### config.mk
export PLATFORM = sky130hd
export DESIGN_NAME = tile_scheduler_flat
export DESIGN_NICKNAME = d
export VERILOG_FILES = /design/src/rtl/tile_scheduler_if.sv /design/src/rtl/tile_scheduler.sv /design/src/flat_wrapper.sv
export SDC_FILE = /design/constraint.sdc
export NUM_CORES = 1
export LEC_CHECK = 0
export CELL_PAD_IN_SITES_DETAIL_PLACEMENT = 0
export CELL_PAD_IN_SITES_GLOBAL_PLACEMENT = 1
export CORE_UTILIZATION = 41
export CTS_BUF_LIST = sky130_fd_sc_hd__clkbuf_2
export DETAILED_ROUTE_END_ITERATION = 12
export GPL_TIMING_DRIVEN = 0
export PLACE_DENSITY = 0.79
export SLEW_MARGIN = 10
export SYNTH_ARGS = -nofsm -noshare
export SYNTH_HDL_FRONTEND = slang
export SYNTH_SLANG_ARGS = --single-unit
### constraint.sdc
create_clock -name clk -period 4.13 [get_ports clk]
set_input_delay 0.413 -clock clk [delete_from_list [all_inputs] [get_ports clk]]
set_output_delay 0.413 -clock clk [all_outputs]
set_load 0.01 [all_outputs]
### src/rtl/tile_scheduler_if.sv
// tile_scheduler_if
//   Groups the job-request, TPU tile handshake and tile-descriptor signals
//   of the tile scheduler.
//   Job side   : start, m, k, n (host -> scheduler), busy, done, err (back)
//   TPU side   : tile_start, tile_row, tile_col, rows_valid, cols_valid,
//                a_base, b_base, o_base (scheduler -> TPU), tile_done (back)
//   Modports   : slave  - the scheduler itself
//                master - the host/TPU environment driving it
interface tile_scheduler_if;
  logic       start;
  logic [4:0] m;
  logic [4:0] k;
  logic [4:0] n;
  logic       tile_done;
  logic       tile_start;
  logic [2:0] tile_row;
  logic [2:0] tile_col;
  logic [2:0] rows_valid;
  logic [2:0] cols_valid;
  logic [7:0] a_base;
  logic [7:0] b_base;
  logic [7:0] o_base;
  logic       busy;
  logic       done;
  logic       err;

  modport slave (
    input  start, m, k, n, tile_done,
    output tile_start, tile_row, tile_col, rows_valid, cols_valid,
           a_base, b_base, o_base, busy, done, err
  );

  modport master (
    output start, m, k, n, tile_done,
    input  tile_start, tile_row, tile_col, rows_valid, cols_valid,
           a_base, b_base, o_base, busy, done, err
  );
endinterface

### src/rtl/tile_scheduler.sv
// tile_scheduler
//   Walks the 4x4 output tiles of an (m x k) * (k x n) matrix job in
//   row-major order, launching one tile at a time on the TPU and waiting
//   for its write-back before moving on. Jobs with any zero dimension
//   finish immediately with err.
// Ports
//   clk   : clock, rising edge
//   rst_n : asynchronous active-low reset (state to IDLE, outputs to 0)
//   bus   : tile_scheduler_if.slave (job request, tile handshake,
//           tile indices, valid row/col counts, buffer base indices,
//           busy/done/err status)
module tile_scheduler (
  input  logic               clk,
  input  logic               rst_n,
  tile_scheduler_if.slave    bus
);

  typedef enum logic [2:0] {
    IDLE  = 3'd0,
    CALC  = 3'd1,
    ISSUE = 3'd2,
    WAIT  = 3'd3,
    NEXT  = 3'd4,
    FIN   = 3'd5
  } state_t;

  state_t     state;
  state_t     state_nxt;

  logic [4:0] m_q;
  logic [4:0] k_q;
  logic [4:0] n_q;
  logic [3:0] tm_q;
  logic [3:0] tn_q;
  logic [2:0] row_q;
  logic [2:0] col_q;
  logic       err_q;

  logic       dim_zero;
  logic       last_col;
  logic       last_tile;
  logic [5:0] tile_idx;

  // Number of 4-wide tiles needed to cover a dimension: ceil(d/4), 1..8.
  function automatic logic [3:0] ceil_tiles(input logic [4:0] d);
    logic [5:0] s;
    s = {1'b0, d} + 6'd3;
    return s[5:2];
  endfunction

  // Rows/cols left in the tile starting at 4*idx, saturated to 0..4.
  // The lower clamp only matters in the CALC cycle, when the indices
  // still hold the previous job's values.
  function automatic logic [2:0] sat_valid(input logic [4:0] dim,
                                           input logic [2:0] idx);
    logic signed [6:0] rem;
    rem = $signed({2'b00, dim}) - $signed({2'b00, idx, 2'b00});
    if (rem > 7'sd4)
      return 3'd4;
    else if (rem < 7'sd0)
      return 3'd0;
    else
      return rem[2:0];
  endfunction

  assign dim_zero  = (m_q == 5'd0) || (k_q == 5'd0) || (n_q == 5'd0);
  assign last_col  = ({1'b0, col_q} == (tn_q - 4'd1));
  assign last_tile = ({1'b0, row_q} == (tm_q - 4'd1)) && last_col;

  // ---- control state register ----
  always_ff @(posedge clk or negedge rst_n) begin
    if (!rst_n)
      state <= IDLE;
    else
      state <= state_nxt;
  end

  always_comb begin
    state_nxt      = state;
    bus.tile_start = 1'b0;
    bus.busy       = 1'b0;
    bus.done       = 1'b0;
    bus.err        = 1'b0;
    case (state)
      IDLE: begin
        if (bus.start)
          state_nxt = CALC;
      end
      CALC: begin
        bus.busy  = 1'b1;
        state_nxt = dim_zero ? FIN : ISSUE;
      end
      ISSUE: begin
        bus.busy       = 1'b1;
        bus.tile_start = 1'b1;
        state_nxt      = WAIT;
      end
      WAIT: begin
        bus.busy = 1'b1;
        if (bus.tile_done)
          state_nxt = NEXT;
      end
      NEXT: begin
        bus.busy  = 1'b1;
        state_nxt = last_tile ? FIN : ISSUE;
      end
      FIN: begin
        bus.busy  = 1'b1;
        bus.done  = 1'b1;
        bus.err   = err_q;
        state_nxt = IDLE;
      end
      default: state_nxt = IDLE;
    endcase
  end

  // ---- job dimensions and tile walk ----
  always_ff @(posedge clk or negedge rst_n) begin
    if (!rst_n) begin
      m_q   <= 5'd0;
      k_q   <= 5'd0;
      n_q   <= 5'd0;
      tm_q  <= 4'd0;
      tn_q  <= 4'd0;
      row_q <= 3'd0;
      col_q <= 3'd0;
      err_q <= 1'b0;
    end else begin
      case (state)
        IDLE: begin
          if (bus.start) begin
            m_q <= bus.m;
            k_q <= bus.k;
            n_q <= bus.n;
          end
        end
        CALC: begin
          tm_q  <= ceil_tiles(m_q);
          tn_q  <= ceil_tiles(n_q);
          row_q <= 3'd0;
          col_q <= 3'd0;
          err_q <= dim_zero;
        end
        NEXT: begin
          if (!last_tile) begin
            if (last_col) begin
              col_q <= 3'd0;
              row_q <= row_q + 3'd1;
            end else begin
              col_q <= col_q + 3'd1;
            end
          end
        end
        default: ;
      endcase
    end
  end

  // ---- tile descriptor ----
  // Largest values: 7*31 = 217 for a/b, (7*8+7)*4 = 252 for o.
  assign tile_idx       = ({3'b000, row_q} * {2'b00, tn_q}) + {3'b000, col_q};
  assign bus.tile_row   = row_q;
  assign bus.tile_col   = col_q;
  assign bus.a_base     = {5'd0, row_q} * {3'd0, k_q};
  assign bus.b_base     = {5'd0, col_q} * {3'd0, k_q};
  assign bus.o_base     = {tile_idx, 2'b00};
  assign bus.rows_valid = sat_valid(m_q, row_q);
  assign bus.cols_valid = sat_valid(n_q, col_q);

endmodule

### src/flat_wrapper.sv
// flat-port wrapper written by rule: the top's interface ports become plain ports
module tile_scheduler_flat 
  (clk, rst_n, bus_start, bus_m, bus_k, bus_n, bus_tile_done, bus_tile_start, bus_tile_row, bus_tile_col, bus_rows_valid, bus_cols_valid, bus_a_base, bus_b_base, bus_o_base, bus_busy, bus_done, bus_err);
  tile_scheduler_if bus_i ();
  input  logic clk;
  input  logic rst_n;
  input wire logic [$bits(bus_i.start)-1:0] bus_start;
  input wire logic [$bits(bus_i.m)-1:0] bus_m;
  input wire logic [$bits(bus_i.k)-1:0] bus_k;
  input wire logic [$bits(bus_i.n)-1:0] bus_n;
  input wire logic [$bits(bus_i.tile_done)-1:0] bus_tile_done;
  output wire logic [$bits(bus_i.tile_start)-1:0] bus_tile_start;
  output wire logic [$bits(bus_i.tile_row)-1:0] bus_tile_row;
  output wire logic [$bits(bus_i.tile_col)-1:0] bus_tile_col;
  output wire logic [$bits(bus_i.rows_valid)-1:0] bus_rows_valid;
  output wire logic [$bits(bus_i.cols_valid)-1:0] bus_cols_valid;
  output wire logic [$bits(bus_i.a_base)-1:0] bus_a_base;
  output wire logic [$bits(bus_i.b_base)-1:0] bus_b_base;
  output wire logic [$bits(bus_i.o_base)-1:0] bus_o_base;
  output wire logic [$bits(bus_i.busy)-1:0] bus_busy;
  output wire logic [$bits(bus_i.done)-1:0] bus_done;
  output wire logic [$bits(bus_i.err)-1:0] bus_err;
  assign bus_i.start = bus_start;
  assign bus_i.m = bus_m;
  assign bus_i.k = bus_k;
  assign bus_i.n = bus_n;
  assign bus_i.tile_done = bus_tile_done;
  assign bus_tile_start = bus_i.tile_start;
  assign bus_tile_row = bus_i.tile_row;
  assign bus_tile_col = bus_i.tile_col;
  assign bus_rows_valid = bus_i.rows_valid;
  assign bus_cols_valid = bus_i.cols_valid;
  assign bus_a_base = bus_i.a_base;
  assign bus_b_base = bus_i.b_base;
  assign bus_o_base = bus_i.o_base;
  assign bus_busy = bus_i.busy;
  assign bus_done = bus_i.done;
  assign bus_err = bus_i.err;
  tile_scheduler u_core (.clk(clk), .rst_n(rst_n), .bus(bus_i));
endmodule
# Yosys cells after proc, flatten, opt, wreduce, memory -nomap -nowiden
# Cells that the tools add are included.
totals:
  register_bits: 33
  inputBits: 19
  output_inout_bits: 40
  word_cells: 68
op_classes:
  n_addsub: 9
  multipliers: 3
  n_lt_le_gt_ge: 4
  eq_ne: 11
  n_mux: 19
  reduce_logical: 13
ops:
  columns: ["op", "n"]
  rows:
  - ["$mux 3", 12]
  - ["$mul 3x5->8", 2]
  - ["$logic_not 5->1", 3]
  - ["$pmux 3 s5", 1]
  - ["$gt 7x4->1 const B", 2]
  - ["$lt 7x1->1 const B", 2]
  - ["$add 5x2->6 const B", 2]
  - ["$pmux 3 s2", 2]
  - ["$sub 5x5->6", 2]
  - ["$eq 3x4->1", 2]
  - ["$sub 4x1->4 const B", 2]
  - ["$add 3x1->3 const B", 2]
  - ["$add 6x3->6", 1]
  - ["$eq 3x2->1 const B", 2]
  - ["$eq 3x3->1 const B", 2]
  - ["$mul 3x4->6", 1]
  - ["$ne 2x2->1 const B", 3]
  - ["$reduce_and 2->1", 3]
  - ["$reduce_or 5->1", 1]
  - ["$mux 1", 4]
  - ["$eq 3x1->1 const B", 1]
  - ["$logic_not 3->1", 1]
  - ["$reduce_and 3->1", 1]
  - ["$logic_or 1x1->1", 2]
  - ["other kinds (3)", 3]

# Logic depth before layout (Yosys ltp)
logic_depth:
  word_depth: 5
  ltp_mapped: 12
  mapped_depth_nobuf: 11

# Least setup slack after synthesis
# No wires, ideal clock.
synth_path:
  path_type: "register to output"
  from: "register u_core.row_q[2] (netlist: u_core.bus.tile_row[2])"
  to: "output port bus_o_base[7]"
  arrival_time_ps: 2834
  required_ps: 3717
  path_slack_ps: 883
  stages_incl_launch_ff: 12
  path_cell_list: "dfrtp_1 -> clkbuf_1 -> nand2_1 -> fa_1 -> inv_1 -> fa_1 -> inv_1 -> fa_1 -> inv_1 -> a21o_1 -> a21oi_1 -> xnor2_1"
synth_between:
  elab_chain_len: 2
synth_rtl:
  columns: ["item", "line", "rtl"]
  rows:
  - ["from (decl)", "tile_scheduler.sv:35", "logic [2:0] row_q;"]
  - ["from (signal assigned)", "tile_scheduler.sv:148", "row_q <= row_q + 3'd1;"]
  - ["$mul 3x4->6", "tile_scheduler.sv:161", "assign tile_idx = ({3'b000, row_q} * {2'b00, tn_q}) + {3'b000, col_q};"]
  - ["$add 6x3->6", "tile_scheduler.sv:161", null]
  - ["to (decl)", "flat_wrapper.sv:19", "output wire logic [$bits(bus_i.o_base)-1:0] bus_o_base;"]
# Every way passes these cells.

# Worst setup path after layout
layout_path:
  from: "register u_core.tn_q[0]"
  to: "output port bus_o_base[6]"
layout_between:
  elab_chain_len: 2
layout_rtl:
  columns: ["item", "line", "rtl"]
  rows:
  - ["from (decl)", "tile_scheduler.sv:34", "logic [3:0] tn_q;"]
  - ["from (signal assigned)", "tile_scheduler.sv:139", "tn_q <= ceil_tiles(n_q);"]
  - ["$mul 3x4->6", "tile_scheduler.sv:161", null]
  - ["$add 6x3->6", "tile_scheduler.sv:161", null]
# Every way passes these cells.

==> qor.csv <==
stage,metric,value,unit
job,Max Cap Violations,0,
setup_path,required time worst endpoint,3.72,ns
floorplan,starting density of the core,0.4309,
global_routing,pin count of the biggest net entering global routing,34,
setup_path,"Max FO, Critical Path",7,
floorplan,Core Area,7370,µm²
power,P_leak,1.924,nW
clocking,Worst-Skew Late Latency,0.37,ns
hold_path,HP Class,input port to async pin,
floorplan,Die Y,90.01,µm
synth,syn_area_per_cell,9.099,µm²
setup_path,worst reg2reg setup slack,1.89,ns
setup_path,r2r startpoint,u_core.tn_q[0]$_DFFE_PN0N_,
placed_design,Placed Area,3859,µm²
synth,Main synth FF type,dfrtp_1,
placed_design,dpl hpwl,5.421,mm
routing,Total Wirelength,6.895,mm
finish,# diodes,0,
sta,final slew viol count,0,
floorplan,io pins,59,
clocking,Root Buffer,clkbuf_2,
sta,final cycle utilization of the critical path,0.9187,
setup_path,critical-path cell list,buf_2 > nand2_1 > fa_1 > inv_1 > fa_1 > ha_1 > a21o_1 > a21oi_1 > xnor2_1 > clkdlybuf4s50_1,
routing,post-DR wirelength/cell,13.31,µm
synth,Async SR Flop Fraction,1.000,
routing,initial drt markers,130,
power,Max IR drop VDD,388.5,µV
sta,Rel. slew slack,0.3794,
routing,via count,2571,
global_routing,initial antenna violation count,0,
placed_design,pre-CTS setup slack,0.1897,ns
global_routing,first-pass GRT wire length,11.59,mm
setup_path,crit start category,flip-flop,
clocking,clk sinks,33,
setup_path,Worst R2R Path Depth,8,
finish,Layout fillers,721,
setup_path,WP data arrival,3.38,ns
finish,share of cells above drive strength 1,0.1193,
finish,final net count,485,
placed_design,Post-Place Cells,505,
sta,Fin Setup TNS,0,ns
setup_path,reg2reg end,u_core.bus.tile_row[2]$_DFFE_PN0P_,
power,pwr/cell area,611.5,nW/µm²
sta,Period minus WS final,3.794,ns
placed_design,gp weighted congestion,0.8393,
setup_path,crit-path most repeated cell,fa_1,
global_routing,GRT overflow,0,
setup_path,Worst Setup EP,bus_o_base[6],
setup_path,CP max-delay cell,fa_1,
global_routing,number of global-route vias before repair,2473,
run_status,status,"finished, final reports clean",
power,total power,2.418,mW
routing,drc violations,0,
clocking,Num CTS Buffers,5,
synth,"Seq/Total Area, Yosys",0.2600,
setup_path,Setup crit end kind,primary output,
synth,Syn. warnings,0,
finish,post-layout util,0.5365,
sta,fmax,263.5,MHz
synth,Synth Register Bits,33,
finish,Finished Cell Area,3954,µm²
finish,P&R area growth vs syn,24.51,%
sta,hold violation total from the final report,0,
global_routing,Tot GR Track Use,0.1748,
finish,final cell count without fillers,518,
setup_path,Worst setup startpoint,u_core.tn_q[0]$_DFFE_PN0N_,
setup_path,"slowest stage delay, CP",0.55,ns
routing,number of iterations in the first detailed-routing pass,4,
clocking,CTS Hold Buffers Added,0,
clocking,CTS tree,built,
sta,Min Hold Slack,0.07651,ns
placed_design,PortBufs,56,
synth,Post-Syn Instances,349,
floorplan,row count,31,
setup_path,Worst Setup Path Type,flip-flop to primary output,
sta,final setup vio count,0,
clocking,CTS Buffer Depth,2,
floorplan,Die Wd,90.01,µm
floorplan,die footprint,8101,µm²
routing,Via density,4.963,
sta,Slew @ Worst Pin,0.9238,ns
routing,Antenna Nets Post-Route,0,
sta,Layout Skew,0.01650,ns
synth,"EDFF count, synth",0,
clocking,Clock H-tree levels,2,
synth,Cell variety after synth,57,
sta,worst setup margin,0.3356,ns
synth,synthesized area,3176,µm²
clocking,Worst-path clk slew,0.18,ns
sta,RSZ-0062 raised after global routing,false,
-- power by group --
| group | internal, mW | total (mW) | switching, mW |
|---|---|---|---|
| sequential | 0.470 | 0.674 | 0.204 |
| combinational | 0.793 | 1.59 | 0.793 |
| clock | 0.0426 | 0.158 | 0.115 |
-- how the worst min path moves through the flow --
stage                                                     to  slack, ns  depth (start not counted)
after floorplan           u_core.bus.tile_col[0]$_DFFE_PN0P_       0.12                          0
after global placement              u_core.err_q$_DFFE_PN0N_       0.47                          2
after detailed placement            u_core.err_q$_DFFE_PN0N_       0.48                          2
after CTS                          u_core.k_q[4]$_DFFE_PN0P_       0.09                          1
after global routing               u_core.m_q[4]$_DFFE_PN0P_       0.11                          1
final                            u_core.state[0]$_DFFE_PN0P_       0.08                          1
-- placed cells by master, fill, tap and decap left out, drive strengths merged, types with 8 or more instances in the layout --
master,instances
a21o,10
a21oi,12
and2,22
buf,18
clkbuf,11
clkdlybuf4s50,54
dfrtp,33
fa,14
ha,34
inv,40
mux2,13
nand2,42
nor2,13
nor3,8
o21ai,18
xnor2,15
xor2,8
-- kinds of logic (layout without fill, tap and decap cells) --
group           Yosys count  after routing  synth area share
flops                    33             33            0.2600
fa+ha+maj                48             48            0.2222
simple gates            113            113            0.1994
mux                      14             14           0.04925
buf+inv                  57            126           0.07486
xor+xnor                 23             23           0.06344
other cells               1              2          0.001181
compound gates           60             60            0.1296
-- cell usage after synthesis, types with 6 or more instances --
library cell	n	area, µm²
nor3_1	7	35.03
xnor2_1	15	131.4
a21o_1	10	75.07
nor2b_1	6	37.54
and2_1	22	137.6
o21ai_0	6	30.03
fa_1	14	280.3
buf_2	7	35.03
clkbuf_1	7	26.28
xor2_1	8	70.07
mux2_1	6	67.56
inv_1	39	146.4
nand2_1	42	157.7
o21ai_1	12	60.06
ha_1	34	425.4
a21oi_1	12	60.06
mux2_2	7	78.83
nor2_1	12	45.04
dfrtp_1	33	825.8
-- routing by layer --
metal | global-route usage | vias up | routed length, µm
met2 | 0.2882 | 53 | 3187
met1 | 0.2435 | 1210 | 3407
li1 | - | 1304 | -
met5 | 0 | - | 0
met3 | 0.02030 | 4 | 261
met4 | 0.04435 | 0 | 39
-- repair_timing --
item,CTS,global route
buffers inserted,0,7
gates cloned,0,0
resized for setup,5,1
endpoints found under the hold margin,0,0
setup endpoints to repair,3,1
-- state kept, by name, summed over array words and instances, names as in the netlist --
name	flops
u_core.bus.tile_col	3
u_core.bus.tile_row	3
u_core.err_q	1
u_core.k_q	5
u_core.m_q	5
u_core.n_q	5
u_core.state	3
u_core.tm_q	4
u_core.tn_q	4
-- area by class of cell --
type | count | area [µm²] | share of cell area
buffer | 15 | 83.83 | 0.02120
tap | 99 | 123.9 | 0.03133
inverter | 40 | 150.1 | 0.03797
clock buffer | 6 | 30.03 | 0.007595
multi-input combinational | 260 | 2116 | 0.5351
sequential | 33 | 829.5 | 0.2098
clock inverter | 2 | 10.01 | 0.002532
timing repair buffer | 63 | 610.6 | 0.1544
-- worst max-delay path, delay by kind of cell, from the launching register on --
| family | cells | cell delay [ns] |
|---|---|---|
| AND/OR/NAND/NOR | 1 | 0.10 |
| XOR/XNOR | 1 | 0.13 |
| AO/OA/AOI/OAI | 2 | 0.34 |
| adder cells (fa/ha/maj) | 3 | 1.32 |
| flip-flops | 1 | 0.35 |
| buffers and inverters | 3 | 0.77 |
(Power assumes the default switching activity.)
==> patch (same flow settings) <==
Re-encode `state_t` (6 states) as one-hot, 6 bits wide.
--- a/src/rtl/tile_scheduler.sv
+++ b/src/rtl/tile_scheduler.sv
@@ -15,13 +15,13 @@
   tile_scheduler_if.slave    bus
 );
 
-  typedef enum logic [2:0] {
-    IDLE  = 3'd0,
-    CALC  = 3'd1,
-    ISSUE = 3'd2,
-    WAIT  = 3'd3,
-    NEXT  = 3'd4,
-    FIN   = 3'd5
+  typedef enum logic [5:0] {
+    IDLE  = 6'b000001,
+    CALC  = 6'b000010,
+    ISSUE = 6'b000100,
+    WAIT  = 6'b001000,
+    NEXT  = 6'b010000,
+    FIN   = 6'b100000
   } state_t;
 
   state_t     state;
Behaviour: no difference found for any inputs over 10 cycles, from zero or initial values and one cycle with rst_n low; not proved beyond that.
==> patch against the unedited design <==
- die area rose by 0.62%
- routed wire length is 3.4% lower
- core utilization rose by 0.56 points
- sequential cell count is 3 higher
- cell area is 1.6% higher
- first-iteration DRC count decreased by 19%
- setup slack worse by 0.022 ns
- synthesized area rose by 0.63%
- critical endpoint unchanged
- largest cell class unchanged
Power is not compared: it rests on default switching activity, and its combinational part moved more than twofold at a synthesized area within 25%.
==> patch: results (changes against the unedited design) <==
- WL/cell: 12.9 um (-3.2%)
- Routability Congestion: 0.754 (-10%)
- Post-DP Area: 3900 um^2 (+1.0%)
- Met2 usage: 30.0% (+1.2 points)
- Reg2reg start: u_core.state[1]
- Crit path launch: u_core.bus.tile_row[1]
- DR pass1 iterations: 5 (+1)
- Tot GR Track Use: 17.4% (-0.082 points)
- Register clock-pin slew on the reported worst setup and hold paths: 0.20 ns (+0.02 ns)
- First-pass GRT wire length: 11700 um (+0.83%)
- Setup slack, reg-to-reg: 1.86 ns (-0.03 ns)
- Crit path max fanout: 10 (+3)
- Vias in the first global route: 2500 (+1.1%)
- Top post-synthesis cells by area: dfrtp_1 27%, ha_1 13%, fa_1 8.8%
- Hold/Removal Path Class: in2async
- Synth cell types: 50 (-12%)
- Via-to-Cell Ratio: 5.01 (+0.86%)
- DRT iter0 DRCs: 105 (-19%)
- Clock latency on the worst-skew pair: 0.39 ns (+0.02 ns)
- Initial antenna violation count: 0 (unchanged)
- Synth top cells by count: 43 x nand2_1, 35 x dfrtp_1, 35 x inv_1
- Syn_area_per_cell: 9.18 um^2 (+0.92%)
- Met3 GRT Util: 2.27% (+0.24 points)
- # clock sinks: 36 (+9.1%)
- CTS Buf Count: 5 (unchanged)
- Sequential area share after synthesis: 28.2% (+2.2 points)
- Status: finished clean
- Layout cells sized above 1: 9.81% (-2.1 points)
- Critical path data arrival time: 3.40 ns (+0.02 ns)
- Slew headroom: 55.2% (+17 points)
- Reg-to-reg endpoint: u_core.k_q[0]
- R2R cell count: 4 (-4)
- Slew Limit Fails: 0 (unchanged)
- Post-DP HPWL: 5230 um (-3.6%)
- Maximum clock path buffer count: 2 (unchanged)
- Met1 Track Usage GR: 23.8% (-0.55 points)
- Number of fill cells: 724 (+0.42%)
- Final net count: 484 (-0.21%)
- Clock Skew: 0.0214 ns (+0.00495 ns)
- Largest net degree at the start of global routing: 36 (+5.9%)
- Ys Warns: 0 (unchanged)
- Final Non-Filler Cells: 517 (-0.19%)
[patch: logic make-up (layout without fill, tap and decap cells)]
| family | after synthesis | count (layout) | synth area share (%) |
|---|---|---|---|
| simple gates | 116 | 116 | 18.8 |
| compound gates | 57 | 57 | 11.2 |
| buf+inv | 49 | 118 | 6.34 |
| fa+ha+maj | 48 | 48 | 22.1 |
| flops | 36 | 36 | 28.2 |
| xor+xnor | 27 | 27 | 7.87 |
| mux | 14 | 14 | 5.36 |
| other cells | 1 | 2 | 0.117 |
[patch: through the flow]
stage	total power (uW)	hold WS, ns	setup WS, ns
3_3_place_gp	1410	0.487	0.153
4_1_cts	1650	0.280	0.0546
6_report	1630	0.304	0.314
3_5_place_dp	1420	0.215	0.122
2_1_floorplan	1180	0.117	0.895
5_1_grt	1780	0.279	0.0591
[patch: timing repair]
action                                 4_1_cts  5_1_grt
setup endpoints to repair                    3        2
pin swaps                                    0        0
endpoints found under the hold margin       35        0
hold buffers                                 1        0
gates resized for setup                      6        4
buffers inserted                             3        1
[patch: how the worst max path moves through the flow]
stage | endpoint | slack (ns) | depth (start not counted)
3_3_place_gp | bus_o_base[7] | 0.15 | 10
2_1_floorplan | bus_o_base[7] | 0.89 | 9
6_report | bus_o_base[6] | 0.31 | 10
5_1_grt | bus_b_base[7] | 0.06 | 11
3_5_place_dp | bus_o_base[7] | 0.12 | 10
4_1_cts | bus_o_base[7] | 0.05 | 10
[patch: final cells by class]
cell class / count / area, um^2 / area share [%]
buffer: 13 / 76.3 / 1.90
clock buffer: 5 / 25.0 / 0.623
clock inverter: 3 / 42.5 / 1.06
inverter: 35 / 131 / 3.27
multi-input combinational: 264 / 2090 / 52.1
sequential: 36 / 905 / 22.5
tap: 99 / 124 / 3.08
timing repair buffer: 62 / 618 / 15.4
[patch: metal layers]
metal	vias up	part of all wire, %	routed length [um]
met5	-	0	0
met1	1232	49	3240
met4	0	0.65	43
li1	1306	-	-
met2	43	48	3190
met3	7	2.8	189
[patch: report_power, final]
part | switching [uW] | leakage (uW) | internal, uW
combinational | 353 | 0.00149 | 402
clock | 125 | 0.0000390 | 101
sequential | 169 | 0.000452 | 482
total | 647 | 0.00198 | 985
[patch: critical path: stages, from the launching register on]
cell and delay, ns:
dfrtp_1 0.40, buf_4 0.18, nand2_1 0.09, fa_1 0.50, inv_1 0.05, fa_1 0.50, ha_1 0.32, a21o_1 0.15
a21oi_1 0.16, xnor2_1 0.13, clkdlybuf4s50_1 0.55
